**src/rtl/alu_8_bits_pkg.sv**
```systemverilog
// Shared opcode/state encodings and default width for the ALU sequencer.
package alu_8_bits_pkg;

  localparam int unsigned DEFAULT_WIDTH = 8;

  typedef enum logic [2:0] {
    OP_AND = 3'b000,
    OP_OR  = 3'b001,
    OP_NOT = 3'b010,
    OP_XOR = 3'b011,
    OP_ADD = 3'b100,
    OP_SUB = 3'b101
  } op_t;

  typedef enum logic [1:0] {
    IDLE   = 2'b00,
    SERIAL = 2'b01,
    HOLD   = 2'b10
  } state_t;

endpackage

```
**src/rtl/alu_8_bits_sequencer_if.sv**
```systemverilog
// Operand-in / result-out handshake bundle between front end, ALU stage and consumer.
interface alu_8_bits_sequencer_if #(
  parameter int unsigned WIDTH = 8
);

  logic             in_valid;
  logic             in_ready;
  logic [2:0]       in_op;
  logic [WIDTH-1:0] in_a;
  logic [WIDTH-1:0] in_b;
  logic             out_valid;
  logic             out_ready;
  logic [WIDTH-1:0] out_result;
  logic             out_carry;
  logic             out_zero;
  logic             busy;

  // Producer/consumer side: drives operands and result acceptance.
  modport master (
    output in_valid, in_op, in_a, in_b, out_ready,
    input  in_ready, out_valid, out_result, out_carry, out_zero, busy
  );

  // ALU stage side.
  modport slave (
    input  in_valid, in_op, in_a, in_b, out_ready,
    output in_ready, out_valid, out_result, out_carry, out_zero, busy
  );

endinterface

```
**src/rtl/full_adder_1_bit.sv**
```systemverilog
// One-bit full-adder slice built from gate primitives.
module full_adder_1_bit (
  input  logic a,
  input  logic b,
  input  logic cin,
  output logic s,
  output logic cout
);

  logic ab_x;
  logic ab_a;
  logic cx_a;

  xor g_x0 (ab_x, a, b);
  xor g_x1 (s, ab_x, cin);
  and g_a0 (ab_a, a, b);
  and g_a1 (cx_a, ab_x, cin);
  or  g_o0 (cout, ab_a, cx_a);

endmodule

```
**src/rtl/alu_8_bits_sequencer.sv**
```systemverilog
// Registered ALU stage: single-cycle logic ops, bit-serial ADD/SUB, valid/ready on both sides.
module alu_8_bits_sequencer
  import alu_8_bits_pkg::*;
#(
  parameter int unsigned WIDTH = DEFAULT_WIDTH
) (
  input  logic                    clk,
  input  logic                    reset,
  alu_8_bits_sequencer_if.slave   bus
);

  localparam int unsigned CW = (WIDTH > 1) ? $clog2(WIDTH) : 1;
  localparam logic [CW-1:0] LAST_BIT = CW'(WIDTH - 1);

  state_t           state_q, state_d;
  logic [WIDTH-1:0] a_q, a_d;
  logic [WIDTH-1:0] b_q, b_d;
  logic             c_q, c_d;
  logic [CW-1:0]    cnt_q, cnt_d;
  logic [WIDTH-1:0] res_q, res_d;
  logic             carry_q, carry_d;
  logic             zero_q, zero_d;
  logic             in_ready_q, in_ready_d;
  logic             out_valid_q, out_valid_d;
  logic             busy_q, busy_d;

  logic             fa_s;
  logic             fa_c;
  logic [WIDTH-1:0] logic_res_c;
  logic [WIDTH-1:0] serial_res_c;

  // Serial slice: LSB of the shifting operands plus the running carry.
  full_adder_1_bit u_fa (
    .a    (a_q[0]),
    .b    (b_q[0]),
    .cin  (c_q),
    .s    (fa_s),
    .cout (fa_c)
  );

  // Sum bits shift into the top of the A register, so after WIDTH steps it holds the result.
  assign serial_res_c = {fa_s, a_q[WIDTH-1:1]};

  // Single-cycle logic result; reserved opcodes pass A through.
  always_comb begin
    logic_res_c = bus.in_a;
    case (bus.in_op)
      OP_AND:  logic_res_c = bus.in_a & bus.in_b;
      OP_OR:   logic_res_c = bus.in_a | bus.in_b;
      OP_NOT:  logic_res_c = ~bus.in_a;
      OP_XOR:  logic_res_c = bus.in_a ^ bus.in_b;
      default: logic_res_c = bus.in_a;
    endcase
  end

  // Next-state and datapath update.
  always_comb begin
    state_d = state_q;
    a_d     = a_q;
    b_d     = b_q;
    c_d     = c_q;
    cnt_d   = cnt_q;
    res_d   = res_q;
    carry_d = carry_q;
    zero_d  = zero_q;

    unique case (state_q)
      IDLE: begin
        if (bus.in_valid) begin
          if ((bus.in_op == OP_ADD) || (bus.in_op == OP_SUB)) begin
            a_d     = bus.in_a;
            b_d     = (bus.in_op == OP_SUB) ? ~bus.in_b : bus.in_b;
            c_d     = (bus.in_op == OP_SUB);
            cnt_d   = '0;
            state_d = SERIAL;
          end else begin
            res_d   = logic_res_c;
            carry_d = 1'b0;
            zero_d  = (logic_res_c == '0);
            state_d = HOLD;
          end
        end
      end
      SERIAL: begin
        a_d = serial_res_c;
        b_d = {1'b0, b_q[WIDTH-1:1]};
        c_d = fa_c;
        if (cnt_q == LAST_BIT) begin
          res_d   = serial_res_c;
          carry_d = fa_c;
          zero_d  = (serial_res_c == '0);
          state_d = HOLD;
        end else begin
          cnt_d = cnt_q + CW'(1);
        end
      end
      HOLD: begin
        if (bus.out_ready) begin
          state_d = IDLE;
        end
      end
      default: state_d = IDLE;
    endcase

    in_ready_d  = (state_d == IDLE);
    out_valid_d = (state_d == HOLD);
    busy_d      = (state_d == SERIAL);
  end

  // State, datapath and registered outputs.
  always_ff @(posedge clk or posedge reset) begin
    if (reset) begin
      state_q     <= IDLE;
      a_q         <= '0;
      b_q         <= '0;
      c_q         <= 1'b0;
      cnt_q       <= '0;
      res_q       <= '0;
      carry_q     <= 1'b0;
      zero_q      <= 1'b0;
      in_ready_q  <= 1'b1;
      out_valid_q <= 1'b0;
      busy_q      <= 1'b0;
    end else begin
      state_q     <= state_d;
      a_q         <= a_d;
      b_q         <= b_d;
      c_q         <= c_d;
      cnt_q       <= cnt_d;
      res_q       <= res_d;
      carry_q     <= carry_d;
      zero_q      <= zero_d;
      in_ready_q  <= in_ready_d;
      out_valid_q <= out_valid_d;
      busy_q      <= busy_d;
    end
  end

  assign bus.in_ready   = in_ready_q;
  assign bus.out_valid  = out_valid_q;
  assign bus.busy       = busy_q;
  assign bus.out_result = res_q;
  assign bus.out_carry  = carry_q;
  assign bus.out_zero   = zero_q;

endmodule
```
**src/flat_wrapper.sv**
```systemverilog
// flat-port wrapper written by rule: the top's interface ports become plain ports
module alu_8_bits_sequencer_flat import alu_8_bits_pkg::*;
#(
  parameter int unsigned WIDTH = DEFAULT_WIDTH
)
  (clk, reset, bus_in_valid, bus_in_op, bus_in_a, bus_in_b, bus_out_ready, bus_in_ready, bus_out_valid, bus_out_result, bus_out_carry, bus_out_zero, bus_busy);
  alu_8_bits_sequencer_if #(.WIDTH(WIDTH)) bus_i ();
  input  logic clk;
  input  logic reset;
  input wire logic [$bits(bus_i.in_valid)-1:0] bus_in_valid;
  input wire logic [$bits(bus_i.in_op)-1:0] bus_in_op;
  input wire logic [$bits(bus_i.in_a)-1:0] bus_in_a;
  input wire logic [$bits(bus_i.in_b)-1:0] bus_in_b;
  input wire logic [$bits(bus_i.out_ready)-1:0] bus_out_ready;
  output wire logic [$bits(bus_i.in_ready)-1:0] bus_in_ready;
  output wire logic [$bits(bus_i.out_valid)-1:0] bus_out_valid;
  output wire logic [$bits(bus_i.out_result)-1:0] bus_out_result;
  output wire logic [$bits(bus_i.out_carry)-1:0] bus_out_carry;
  output wire logic [$bits(bus_i.out_zero)-1:0] bus_out_zero;
  output wire logic [$bits(bus_i.busy)-1:0] bus_busy;
  assign bus_i.in_valid = bus_in_valid;
  assign bus_i.in_op = bus_in_op;
  assign bus_i.in_a = bus_in_a;
  assign bus_i.in_b = bus_in_b;
  assign bus_i.out_ready = bus_out_ready;
  assign bus_in_ready = bus_i.in_ready;
  assign bus_out_valid = bus_i.out_valid;
  assign bus_out_result = bus_i.out_result;
  assign bus_out_carry = bus_i.out_carry;
  assign bus_out_zero = bus_i.out_zero;
  assign bus_busy = bus_i.busy;
  alu_8_bits_sequencer #(.WIDTH(WIDTH)) u_core (.clk(clk), .reset(reset), .bus(bus_i));
endmodule
```
**config.mk**
```make
export PLATFORM = sky130hd
export DESIGN_NAME = alu_8_bits_sequencer_flat
export DESIGN_NICKNAME = d
export VERILOG_FILES = /design/src/rtl/alu_8_bits_pkg.sv /design/src/rtl/alu_8_bits_sequencer_if.sv /design/src/rtl/full_adder_1_bit.sv /design/src/rtl/alu_8_bits_sequencer.sv /design/src/flat_wrapper.sv
export SDC_FILE = /design/constraint.sdc
export NUM_CORES = 1
export LEC_CHECK = 0
export ABC_CLOCK_PERIOD_IN_PS = 2300
export CAP_MARGIN = 15
export CORE_MARGIN = 4
export CORE_UTILIZATION = 30
export DETAILED_ROUTE_END_ITERATION = 7
export GPL_TIMING_DRIVEN = 0
export PLACE_DENSITY = 0.54
export SLEW_MARGIN = 20
export SYNTH_ARGS = -nofsm -noshare
export SYNTH_HDL_FRONTEND = slang
export SYNTH_SLANG_ARGS = --single-unit
```
**constraint.sdc**
```tcl
create_clock -name clk -period 2.3 [get_ports clk]
set_input_delay 0.69 -clock clk [delete_from_list [all_inputs] [get_ports clk]]
set_output_delay 0.69 -clock clk [all_outputs]
set_load 0.05 [all_outputs]
```
After elaboration in Yosys (flattened, before gate mapping) --
Index checks and enable logic that the tools add are counted.
Cells by class: reduce and logical (&&, ||, !) cells 10, $add $sub $neg 1, bitwise logic cells 10, multiplexer cells 32, eq/ne operators 15
Operators with widths (count):
- 8-bit 2-to-1 mux | 8
- 8-bit one-hot mux with 2 select lines | 3
- 8-bit one-hot mux with 4 select lines | 1
- 8-bit zero test | 2
- 8-bit inverter | 2
- 3-bit equality test (second input constant) | 3
- 3-bit 2-to-1 mux | 3
- 8-bit AND | 1
- 1-bit 2-to-1 mux | 8
- 2-bit 2-to-1 mux | 4
- 8-bit OR | 1
- 4-bit AND reduction | 2
- 8-bit bitwise XOR | 1
- 3-bit by 2-bit equality test with 1-bit output (second input constant) | 2
- 2-bit != test (second input constant) | 3
- 1-bit one-hot mux with 2 select lines | 3
- 2-bit one-hot mux with 3 select lines | 1
- 3-bit one-hot mux with 2 select lines | 1
- 2-bit by 1-bit equality test with 1-bit output (second input constant) | 2
- 2-bit equality test (second input constant) | 2
- 2-bit zero test | 2
- 2-bit by 1-bit != test with 1-bit output (second input constant) | 2
- 3-bit by 1-bit adder with 3-bit output (second input constant) | 1
- 3-bit by 1-bit equality test with 1-bit output (second input constant) | 1
- 7 further kinds | 9
Word-level totals: input port bits 23, output and inout bits 13, logic and storage cells 79, register bits after elaboration 35

Logic depth before layout (Yosys ltp) --
Gate-level depths: netlist of the first run.
word-level depth 6, gate-level depth with buffers 8, gate-level depth less buffers 7

Modules after synthesis --
Synthesis of the first run repeated with hierarchy kept, for this count alone.
Unflattened totals: cell total of the unflattened synthesis 244, area total of the unflattened synthesis 2369.8 um^2
By module, submodules not included:
- alu_8_bits_sequencer | area an instance 2349.8 um^2, times used 1, cells each 243
- full_adder_1_bit | area an instance 20.0 um^2, times used 1, cells each 1

Least setup slack after synthesis of the first run --
Ideal clock, no wire load.
kind input port to flip-flop, start input bus_in_b[4], end register u_core.res_q[4], in the netlist u_core.bus.out_result[4], data arrival time 1.917 ns, path buffers 0, setup time 0.125 ns, cell stages on the path 7, data required time 2.175 ns, path slack 0.259 ns, cell sequence inv_1 -> ha_1 -> and2b_1 -> a211oi_2 -> a2111oi_4 -> o21ai_1 -> mux2_2
On the way: longest elaborated chain between the ends 5
Ends and longest elaborated chain:
- from (decl) | line flat_wrapper.sv:13 | input wire logic [$bits(bus_i.in_b)-1:0] bus_in_b;
- 8-bit bitwise XOR, or another cell as far along | line alu_8_bits_sequencer.sv:51 | OP_XOR: logic_res_c = bus.in_a ^ bus.in_b;
- 8-bit one-hot mux with 4 select lines * | line alu_8_bits_sequencer.sv:47 | case (bus.in_op)
- 8-bit 2-to-1 mux * | line alu_8_bits_sequencer.sv:70 | if ((bus.in_op == OP_ADD) || (bus.in_op == OP_SUB)) begin
- 8-bit 2-to-1 mux * | line alu_8_bits_sequencer.sv:69 | if (bus.in_valid) begin
- 8-bit one-hot mux with 2 select lines * | line alu_8_bits_sequencer.sv:67 | unique case (state_q)
- to (signal assigned) | line alu_8_bits_sequencer.sv:130 | res_q <= res_d;
- to (decl) | line alu_8_bits_sequencer.sv:20 | logic [WIDTH-1:0] res_q, res_d;
Mark *: on every way between the ends. The rest lies on a longest branch, timed or not. The select of a mux whose other input is x is not followed. A chain may end at the register's enable or synchronous reset.

Worst setup path after layout of the first run --
start input bus_in_b[0], end register u_core.res_q[0], in the netlist u_core.bus.out_result[0]
Same word-level chain as after synthesis.

==> reports/results.tsv, run 1 <==
metric	value	unit
layout cell share with drive strength beyond 1	16.1	%
status	finished, final reports clean	
Critical Path RT	2.45	ns
Final Critical Period	2.22	ns
RSZ-0062 raised after global routing	no	
starting density of the core	31.2	%
number of synthesized register bits	35	
Detailed Place HPWL	4.92	mm
clock slew at reported path FFs	0.08	ns
first-pass detailed-route iteration total	4	
CTS tree	built	
Worst setup EP type	flop	
cts hold-fix bufs	0	
CTS buffer count	5	
warnings from Yosys	0	
Int Pwr	1.70	mW
pwr dens	948	nW/um2
Cell variety after synth	51	
CP cell instances	clkdlybuf4s50_1, inv_1, ha_1, a211o_1, o211a_1, a211oi_2, o22ai_1	
CP delay by family, top	compound AO/OA/AOI/OAI gates	
CP max stage delay	0.48	ns
switching share of power	41.1	%
Syn Inst Count	276	
Rel. slew slack	50.4	%
Fin Setup TNS	0	ns
Post-DRT Antenna Nets	0	
Tot Pwr	2.90	mW
Setup Crit Path Kind	primary input to flop	
largest net degree at the start of global routing	36	
clock share of power	19.3	%
floorplan core area	7810	um2
Die Y	98.1	um
initial antenna violation count	0	
DRT iter0 DRCs	88	
worst hold path type	flop to flop	
post-synthesis net count	318	
Setup-failing EPs final	0	
# diodes	0	
Tot GR Track Use	13.6	%
max-slew violations	0	
r2r startpoint	u_core.cnt_q[1]$_DFFE_PP0P_	
CP max FO	2	
overflow left after global routing	0	
Fin. Hold Viols	0	
num ports	36	
nets@finish	358	
proportion of power drawn by combinational gates	45.2	%
Yosys top cell area share	35.0	%
Clk Latency, worst-skew pair	0.29	ns
first-pass GRT wire length	10.6	mm
post-detailed-route wirelength per cell	15.0	um
R2R Setup Slk	0.57	ns
FFs w/ async S/R, synth	100	%
buffers added on ports	33	
crit share post-route	96.4	%
CP Buf/Inv Count	2	
cell row count	32	
Sequential Power Share	35.5	%
Hold WS	0.489	ns
max-cap violation count	0	
synthesized area	2430	um2
CP Launch Type	primary input	
Via-to-Cell Ratio	4.94	
vias in the first global route	2021	
final core utilization	39.1	%
Psw	1.19	mW
die width	98.1	um
top cell type by total area after synthesis	dfrtp_1	
Worst EP arrival	2.37	ns
Die ar.	9620	um2
Hold Startpoint	u_core.b_q[6]$_DFFE_PP0P_	
Layout Cells excl Fill	419	
Area growth syn-to-layout	25.5	%
f_max	0.451	GHz
# DRC	0	
Vias	2070	
Most used DFF post-synth	dfrtp_1	
Critical Path Start	bus_in_b[0]	
total clock sinks	35	
Seq/Total Area, Yosys	36.0	%
CTS root buffer	clkbuf_8	
number of synthesized flops with an enable pin	0	
RePlAce Congestion	0.835	
Least-Margin Pin Slew	0.743	ns
CTS H-tree lvls	2	
Avg Synthesized Cell Area	8.82	um2
Slowest-stage cell, CP	clkdlybuf4s50_1	
Routed WL	6.30	mm
DP Cell Count	411	
top cells by area, synth	dfrtp_1 35%, ha_1 9.3%, nand2_1 4.8%, nor2_1 4.6%, inv_1 4.3%	
clk buf depth	2	
Leakage	1.41	nW
maximum VDD drop	309	uV
Final Skew	0.00962	ns
## area by class of cell
cell class / count / area (um2)
inverter: 28 / 105
fill: 823 / 4750
tap: 102 / 128
buffer: 16 / 110
multi-input combinational: 196 / 1380
timing repair buffer: 34 / 342
clock inverter: 3 / 43.8
clock buffer: 5 / 68.8
sequential: 35 / 877
## worst reg2reg max path, stage by stage (launching register included)
cell and delay [ns]:
dfrtp_1 0.37, ha_1 0.15, ha_1 0.20, nand2_1 0.11, a21oi_4 0.31, buf_4 0.24, o211ai_1 0.12, o21a_1 0.12
## sequential cells by signal, indices dropped and copies added, names as in the netlist
signal                 flops
u_core.a_q                 8
u_core.b_q                 8
u_core.bus.busy            1
u_core.bus.in_ready        1
u_core.bus.out_carry       1
u_core.bus.out_result      8
u_core.bus.out_valid       1
u_core.bus.out_zero        1
u_core.c_q                 1
u_core.cnt_q               3
u_core.state_q             2
## stage by stage
step	cell area [um2]	setup slack [ns]
finish	3050	0.0826
global route	3050	0.00548
CTS	3020	-0.0538
detailed placement	2890	-0.508
global placement	2890	-0.421
floorplan	2430	0.259
## Yosys cell counts (2+ instances only)
cell,count
a211o_1,4
a211oi_1,6
a21oi_1,15
a22o_1,2
a31oi_1,9
buf_2,7
buf_4,5
buf_6,3
clkbuf_1,2
dfrtp_1,34
ha_1,18
inv_1,28
mux2_2,6
mux2i_1,3
nand2_1,31
nand2b_1,5
nand3b_1,2
nor2_1,30
nor2b_1,3
nor3_1,3
o211ai_1,2
o21ai_0,18
o21ai_1,2
o31ai_1,2
o32ai_1,2
or2_1,2
xnor2_1,8
## power by group through the flow
stage / Sequential (mW) / Combinational (mW) / Clock, mW
after floorplan: 1.32 / 0.591 / 0
after global placement: 1.04 / 1.28 / 0
after detailed placement: 1.04 / 1.30 / 0
after CTS: 1.03 / 1.31 / 0.569
after global routing: 1.06 / 1.43 / 0.598
final: 1.03 / 1.31 / 0.559
## final timing paths
path	endpoint	cells past startpoint
min reg2reg	u_core.b_q[6]$_DFFE_PP0P_	2
max	u_core.bus.out_result[0]$_DFFE_PP0P_	7
min	u_core.b_q[6]$_DFFE_PP0P_	2
min in group asynchronous	u_core.cnt_q[2]$_DFFE_PP0P_	2
max in group asynchronous	u_core.bus.out_result[0]$_DFFE_PP0P_	2
max reg2reg	u_core.bus.out_result[5]$_DFFE_PP0P_	7
## metal layers
layer | GRT usage (%) | wire length (um) | vias up | part of all wire [%]
met3 | 1.71 | 277 | 10 | 4.4
li1 | - | - | 1029 | -
met4 | 4.58 | 114 | 0 | 1.8
met5 | 0 | 0 | - | 0
met1 | 18.6 | 2910 | 990 | 46
met2 | 22.1 | 3000 | 41 | 48
## cells by family (layout without fill, tap and decap cells)
kind of cell | count (synthesis) | after routing | share of synthesized area [%]
flip-flops | 35 | 35 | 36.0
AND/OR/NAND/NOR | 85 | 85 | 15.9
multiplexers | 10 | 10 | 4.94
AO/OA/AOI/OAI | 74 | 74 | 21.2
adder cells (fa/ha/maj) | 19 | 19 | 10.1
buffers and inverters | 45 | 86 | 9.00
XOR/XNOR | 8 | 8 | 2.88
## cells in the final DEF, fill, tap and decap left out, types with 2 or more instances in the layout
cell / synthesis / final
a2111oi_2: 1 / 2
a211o_1: 4 / 4
a211oi_1: 6 / 5
a211oi_2: 1 / 2
a21oi_1: 15 / 15
a22o_1: 2 / 2
a31oi_1: 9 / 9
buf_2: 7 / 7
buf_4: 5 / 6
buf_6: 3 / 3
clkbuf_8: 0 / 5
clkdlybuf4s50_1: 0 / 24
dfrtp_1: 34 / 34
dlygate4sd2_1: 0 / 5
dlymetal6s2s_1: 0 / 4
ha_1: 18 / 18
inv_1: 28 / 23
inv_2: 0 / 5
mux2_2: 6 / 6
mux2i_1: 3 / 3
nand2_1: 31 / 31
nand2b_1: 5 / 5
nand3b_1: 2 / 2
nor2_1: 30 / 30
nor2b_1: 3 / 3
nor3_1: 3 / 3
o211ai_1: 2 / 2
o21ai_0: 18 / 16
o21ai_1: 2 / 3
o31ai_1: 2 / 2
xnor2_1: 8 / 8
## repair_timing
item | 4_1_cts | 5_1_grt
endpoints found under the setup margin | 6 | 26
pin swaps | 3 | 5
resized for setup | 8 | 15
buffers inserted | 1 | 0
Note: power is estimated with default switching activity, not from simulation.
==> inputs of run 2 (changes only) <==
--- a/config.mk
+++ b/config.mk
@@ -12,7 +12,7 @@
 export DETAILED_ROUTE_END_ITERATION = 7
 export GPL_TIMING_DRIVEN = 0
 export PLACE_DENSITY = 0.54
-export SLEW_MARGIN = 20
+export REMOVE_ABC_BUFFERS = 1
 export SYNTH_ARGS = -nofsm -noshare
 export SYNTH_HDL_FRONTEND = slang
 export SYNTH_SLANG_ARGS = --single-unit
==> reports/results.tsv, run 2 (synthesis gave the netlist of run 1 again) <==
metric	value	unit
most common cell after layout, fill and taps aside	dfrtp_1	
CP Launch Type	primary input	
CTS buffer count	5	
RSZ-0062 raised after global routing	no	
Routed WL	6.11	mm
Die Y	98.1	um
RePlAce Congestion	0.827	
Rel. slew slack	48.1	%
floorplan core area	7810	um2
pre-CTS setup slack	-0.955	ns
first-pass GRT wire length	10.0	mm
layout cell share with drive strength beyond 1	14.9	%
Least-Margin Pin Slew	0.778	ns
max-cap violation count	0	
DP Cell Count	397	
Die ar.	9620	um2
CTS root buffer	clkbuf_8	
largest net degree at the start of global routing	36	
f_max	0.456	GHz
Layout Cells excl Fill	410	
overflow left after global routing	0	
Worst setup EP type	flop	
clk buf depth	2	
final core utilization	38.6	%
Vias	2034	
first-pass detailed-route iteration total	4	
Detailed Place HPWL	4.30	mm
cts hold-fix bufs	0	
CTS H-tree lvls	2	
Final Skew	0.00516	ns
die width	98.1	um
Via-to-Cell Ratio	4.96	
Area growth syn-to-layout	24.0	%
nets@finish	350	
Critical Path RT	2.48	ns
cell row count	32	
pwr dens	932	nW/um2
total clock sinks	35	
Tot GR Track Use	13.1	%
most frequent cells in the layout	34 x dfrtp_1, 31 x nand2_1, 30 x nor2_1	
worst hold path type	flop to flop	
worst setup margin	0.108	ns
DRT iter0 DRCs	89	
Tot Pwr	2.81	mW
Post-DRT Antenna Nets	0	
status	finished, final reports clean	
post-detailed-route wirelength per cell	14.9	um
maximum VDD drop	482	uV
Setup Crit Path Kind	primary input to flop	
CTS tree	built	
initial antenna violation count	0	
crit share post-route	95.3	%
clock slew at reported path FFs	0.07	ns
max-slew violations	0	
num ports	36	
CP max FO	18	
Clk Latency, worst-skew pair	0.29	ns
Leakage	1.39	nW
Worst EP arrival	2.37	ns
Final Critical Period	2.19	ns
Fin. Hold Viols	0	
# diodes	0	
buffers added on ports	35	
vias in the first global route	2020	
Setup-failing EPs final	0	
starting density of the core	31.2	%
# DRC	0	
[run 2: repair_timing]
item	4_1_cts	5_1_grt
buffers inserted	4	2
endpoints found under the setup margin	32	15
pin swaps	5	7
resized for setup	15	22
[run 2: final cells by class]
cell class              count  area, um2
multi-input cells         196       1390
clock inverters             1       5.00
well taps                 102        128
repair buffers             42        425
flip-flops and latches     35        877
clock buffers               6       82.6
fillers                   833       4790
inverters                  28        105
[run 2: final timing paths]
path,from,endpoint,slack (ns),cells after the start
min reg2reg,u_core.b_q[7]$_DFFE_PP0P_,u_core.b_q[7]$_DFFE_PP0P_,0.49,2
max in group asynchronous,reset,u_core.a_q[0]$_DFFE_PP0P_,0.94,2
min,u_core.b_q[7]$_DFFE_PP0P_,u_core.b_q[7]$_DFFE_PP0P_,0.49,2
min in group asynchronous,reset,u_core.bus.out_result[1]$_DFFE_PP0P_,0.86,2
max reg2reg,u_core.state_q[1]$_DFF_PP0_,u_core.bus.out_zero$_DFFE_PP0P_,0.40,5
max,bus_in_op[2],u_core.bus.out_result[3]$_DFFE_PP0P_,0.11,7
[run 2: stage by stage]
| stage | area [um2] | TNS [ns] | hold WS [ns] |
|---|---|---|---|
| after floorplan | 2320 | 0 | 0.449 |
| after global placement | 2800 | -27.53 | 0.461 |
| after detailed placement | 2820 | -24.14 | 0.476 |
| after CTS | 2950 | 0 | 0.492 |
| after global routing | 3020 | 0 | 0.516 |
| final | 3020 | 0 | 0.487 |
[run 2: report_power, final]
part           leakage [nW]  switching (mW)  internal, mW
logic                 0.922           0.796         0.511
clock network        0.0470           0.225         0.235
registers             0.421           0.169         0.876
[run 2: worst max-delay path, cell delays in order]
cell and delay [ns]:
clkdlybuf4s15_2 0.47, or2_1 0.29, a211oi_1 0.10, a2111oi_2 0.32, buf_4 0.18, nor2_1 0.04
mux2_2 0.26
[run 2: routing by layer]
layer  global-route usage, %  share of wire [%]  vias up
li1                        -                  -     1009
met1                    18.3                 49      963
met2                    20.0                 44       50
met3                    2.71                4.5       12
met4                    4.47                2.4        0
met5                       0                  0        -
==> inputs of run 3 (changes only) <==
--- a/config.mk
+++ b/config.mk
@@ -9,6 +9,7 @@
 export CAP_MARGIN = 15
 export CORE_MARGIN = 4
 export CORE_UTILIZATION = 30
+export CTS_BUF_LIST = sky130_fd_sc_hd__clkbuf_4
 export DETAILED_ROUTE_END_ITERATION = 7
 export GPL_TIMING_DRIVEN = 0
 export PLACE_DENSITY = 0.54
==> reports/results.tsv, run 3 (synthesis gave the netlist of run 1 again) <==
metric	value	unit
Clk Latency, worst-skew pair	0.34	ns
pre-CTS setup slack	-0.955	ns
Area growth syn-to-layout	21.4	%
Fin Setup TNS	0	ns
clk buf depth	2	
Via-to-Cell Ratio	4.97	
worst hold path type	flop to flop	
maximum VDD drop	468	uV
final-layout fill cell count	854	
CP cell instances	clkdlybuf4s50_1	
Layout Cells excl Fill	408	
Fin. Hold Viols	0	
max-cap violation count	0	
DRT iter0 DRCs	102	
cts hold-fix bufs	0	
Worst EP arrival	1.52	ns
clock slew at reported path FFs	0.11	ns
Worst setup EP type	output pin	
CTS buffer count	5	
Final Critical Period	2.21	ns
CP Launch Type	flop	
Slowest-stage cell, CP	clkdlybuf4s50_1	
status	finished, final reports clean	
Setup Crit Path Kind	flop to output pin	
buffers added on ports	35	
Routed WL	6.06	mm
starting density of the core	31.2	%
Hold WS	0.496	ns
Leakage	1.32	nW
DP Cell Count	397	
nets@finish	348	
crit share post-route	96.0	%
die width	98.1	um
CP max stage delay	0.81	ns
worst setup margin	0.0919	ns
pwr dens	903	nW/um2
floorplan core area	7810	um2
# DRC	0	
most frequent cells in the layout	34 x dfrtp_1, 31 x nand2_1, 30 x nor2_1	
overflow left after global routing	0	
CP max FO	2	
post-detailed-route wirelength per cell	14.8	um
Rel. slew slack	47.7	%
CTS H-tree lvls	2	
num ports	36	
total clock sinks	35	
Die Y	98.1	um
Least-Margin Pin Slew	0.784	ns
# diodes	0	
Tot GR Track Use	13.0	%
RePlAce Congestion	0.827	
Critical Path RT	1.61	ns
cell row count	32	
first-pass detailed-route iteration total	4	
layout cell share with drive strength beyond 1	12.1	%
Die ar.	9620	um2
Detailed Place HPWL	4.30	mm
CP delay by family, top	buffers and inverters	
f_max	0.453	GHz
largest net degree at the start of global routing	36	
initial antenna violation count	0	
Post-DRT Antenna Nets	0	
CP Buf/Inv Count	1	
max-slew violations	0	
Final Skew	0.0101	ns
Vias	2027	
Setup-failing EPs final	0	
vias in the first global route	2003	
CTS root buffer	clkbuf_4	
CTS tree	built	
first-pass GRT wire length	10.0	mm
most common cell after layout, fill and taps aside	dfrtp_1	
## run 3: changes by cell type in the layout (fill, tap and decap cells not counted), moves of 2 or more
| cell | change |
|---|---|
| clkdlybuf4s50_1 | +5 |
| dlymetal6s2s_1 | -5 |
| inv_1 | +2 |
| clkbuf_4 | +5 |
| inv_2 | -2 |
| buf_4 | -3 |
| clkbuf_8 | -6 |
| dlygate4sd2_1 | +2 |
## run 3: cell type report
| cell class | instances | area [um2] | share of cell area (%) |
|---|---|---|---|
| clock buffer | 5 | 37.5 | 1.27 |
| clock inverter | 2 | 8.76 | 0.296 |
| timing repair buffer | 40 | 419 | 14.2 |
| tap | 102 | 128 | 4.32 |
| inverter | 28 | 105 | 3.56 |
| multi-input combinational | 196 | 1380 | 46.7 |
| sequential | 35 | 877 | 29.7 |
## run 3: timing repair
| item | CTS | global route |
|---|---|---|
| endpoints found under the setup margin | 33 | 14 |
| setup buffers | 2 | 2 |
| gates resized for setup | 13 | 9 |
| pin swaps | 3 | 7 |
## run 3: per-stage QoR
stage / utilization, % / area, um2 / total power [mW]
after global placement: 35.8 / 2800 / 2.29
after global routing: 37.8 / 2950 / 2.87
after floorplan: - / 2320 / 1.86
after CTS: 37.0 / 2890 / 2.66
final: 37.8 / 2950 / 2.67
after detailed placement: 36.1 / 2820 / 2.31
## run 3: where the power goes
group	internal, mW	switching (mW)
clock	0.108	0.210
combinational	0.513	0.793
sequential	0.874	0.169
total	1.49	1.17
## run 3: final timing paths
check | from | end | slack (ns) | cells past startpoint
setup / recovery | u_core.bus.out_result[2]$_DFFE_PP0P_ | bus_out_result[2] | 0.09 | 1
hold / removal | u_core.b_q[7]$_DFFE_PP0P_ | u_core.b_q[7]$_DFFE_PP0P_ | 0.50 | 2
setup reg to reg | u_core.state_q[1]$_DFF_PP0_ | u_core.bus.out_result[3]$_DFFE_PP0P_ | 0.38 | 6
hold reg to reg | u_core.b_q[7]$_DFFE_PP0P_ | u_core.b_q[7]$_DFFE_PP0P_ | 0.50 | 2
max in group asynchronous | reset | u_core.a_q[0]$_DFFE_PP0P_ | 0.99 | 2
min in group asynchronous | reset | u_core.bus.out_result[4]$_DFFE_PP0P_ | 0.81 | 2
## run 3: routing by layer
metal,GRT usage (%),vias to the layer above,share of wire [%]
li1,-,1004,-
met1,18.1,962,48
met2,20.1,54,45
met3,2.93,7,5.5
met4,4.26,0,1.4
met5,0,-,0
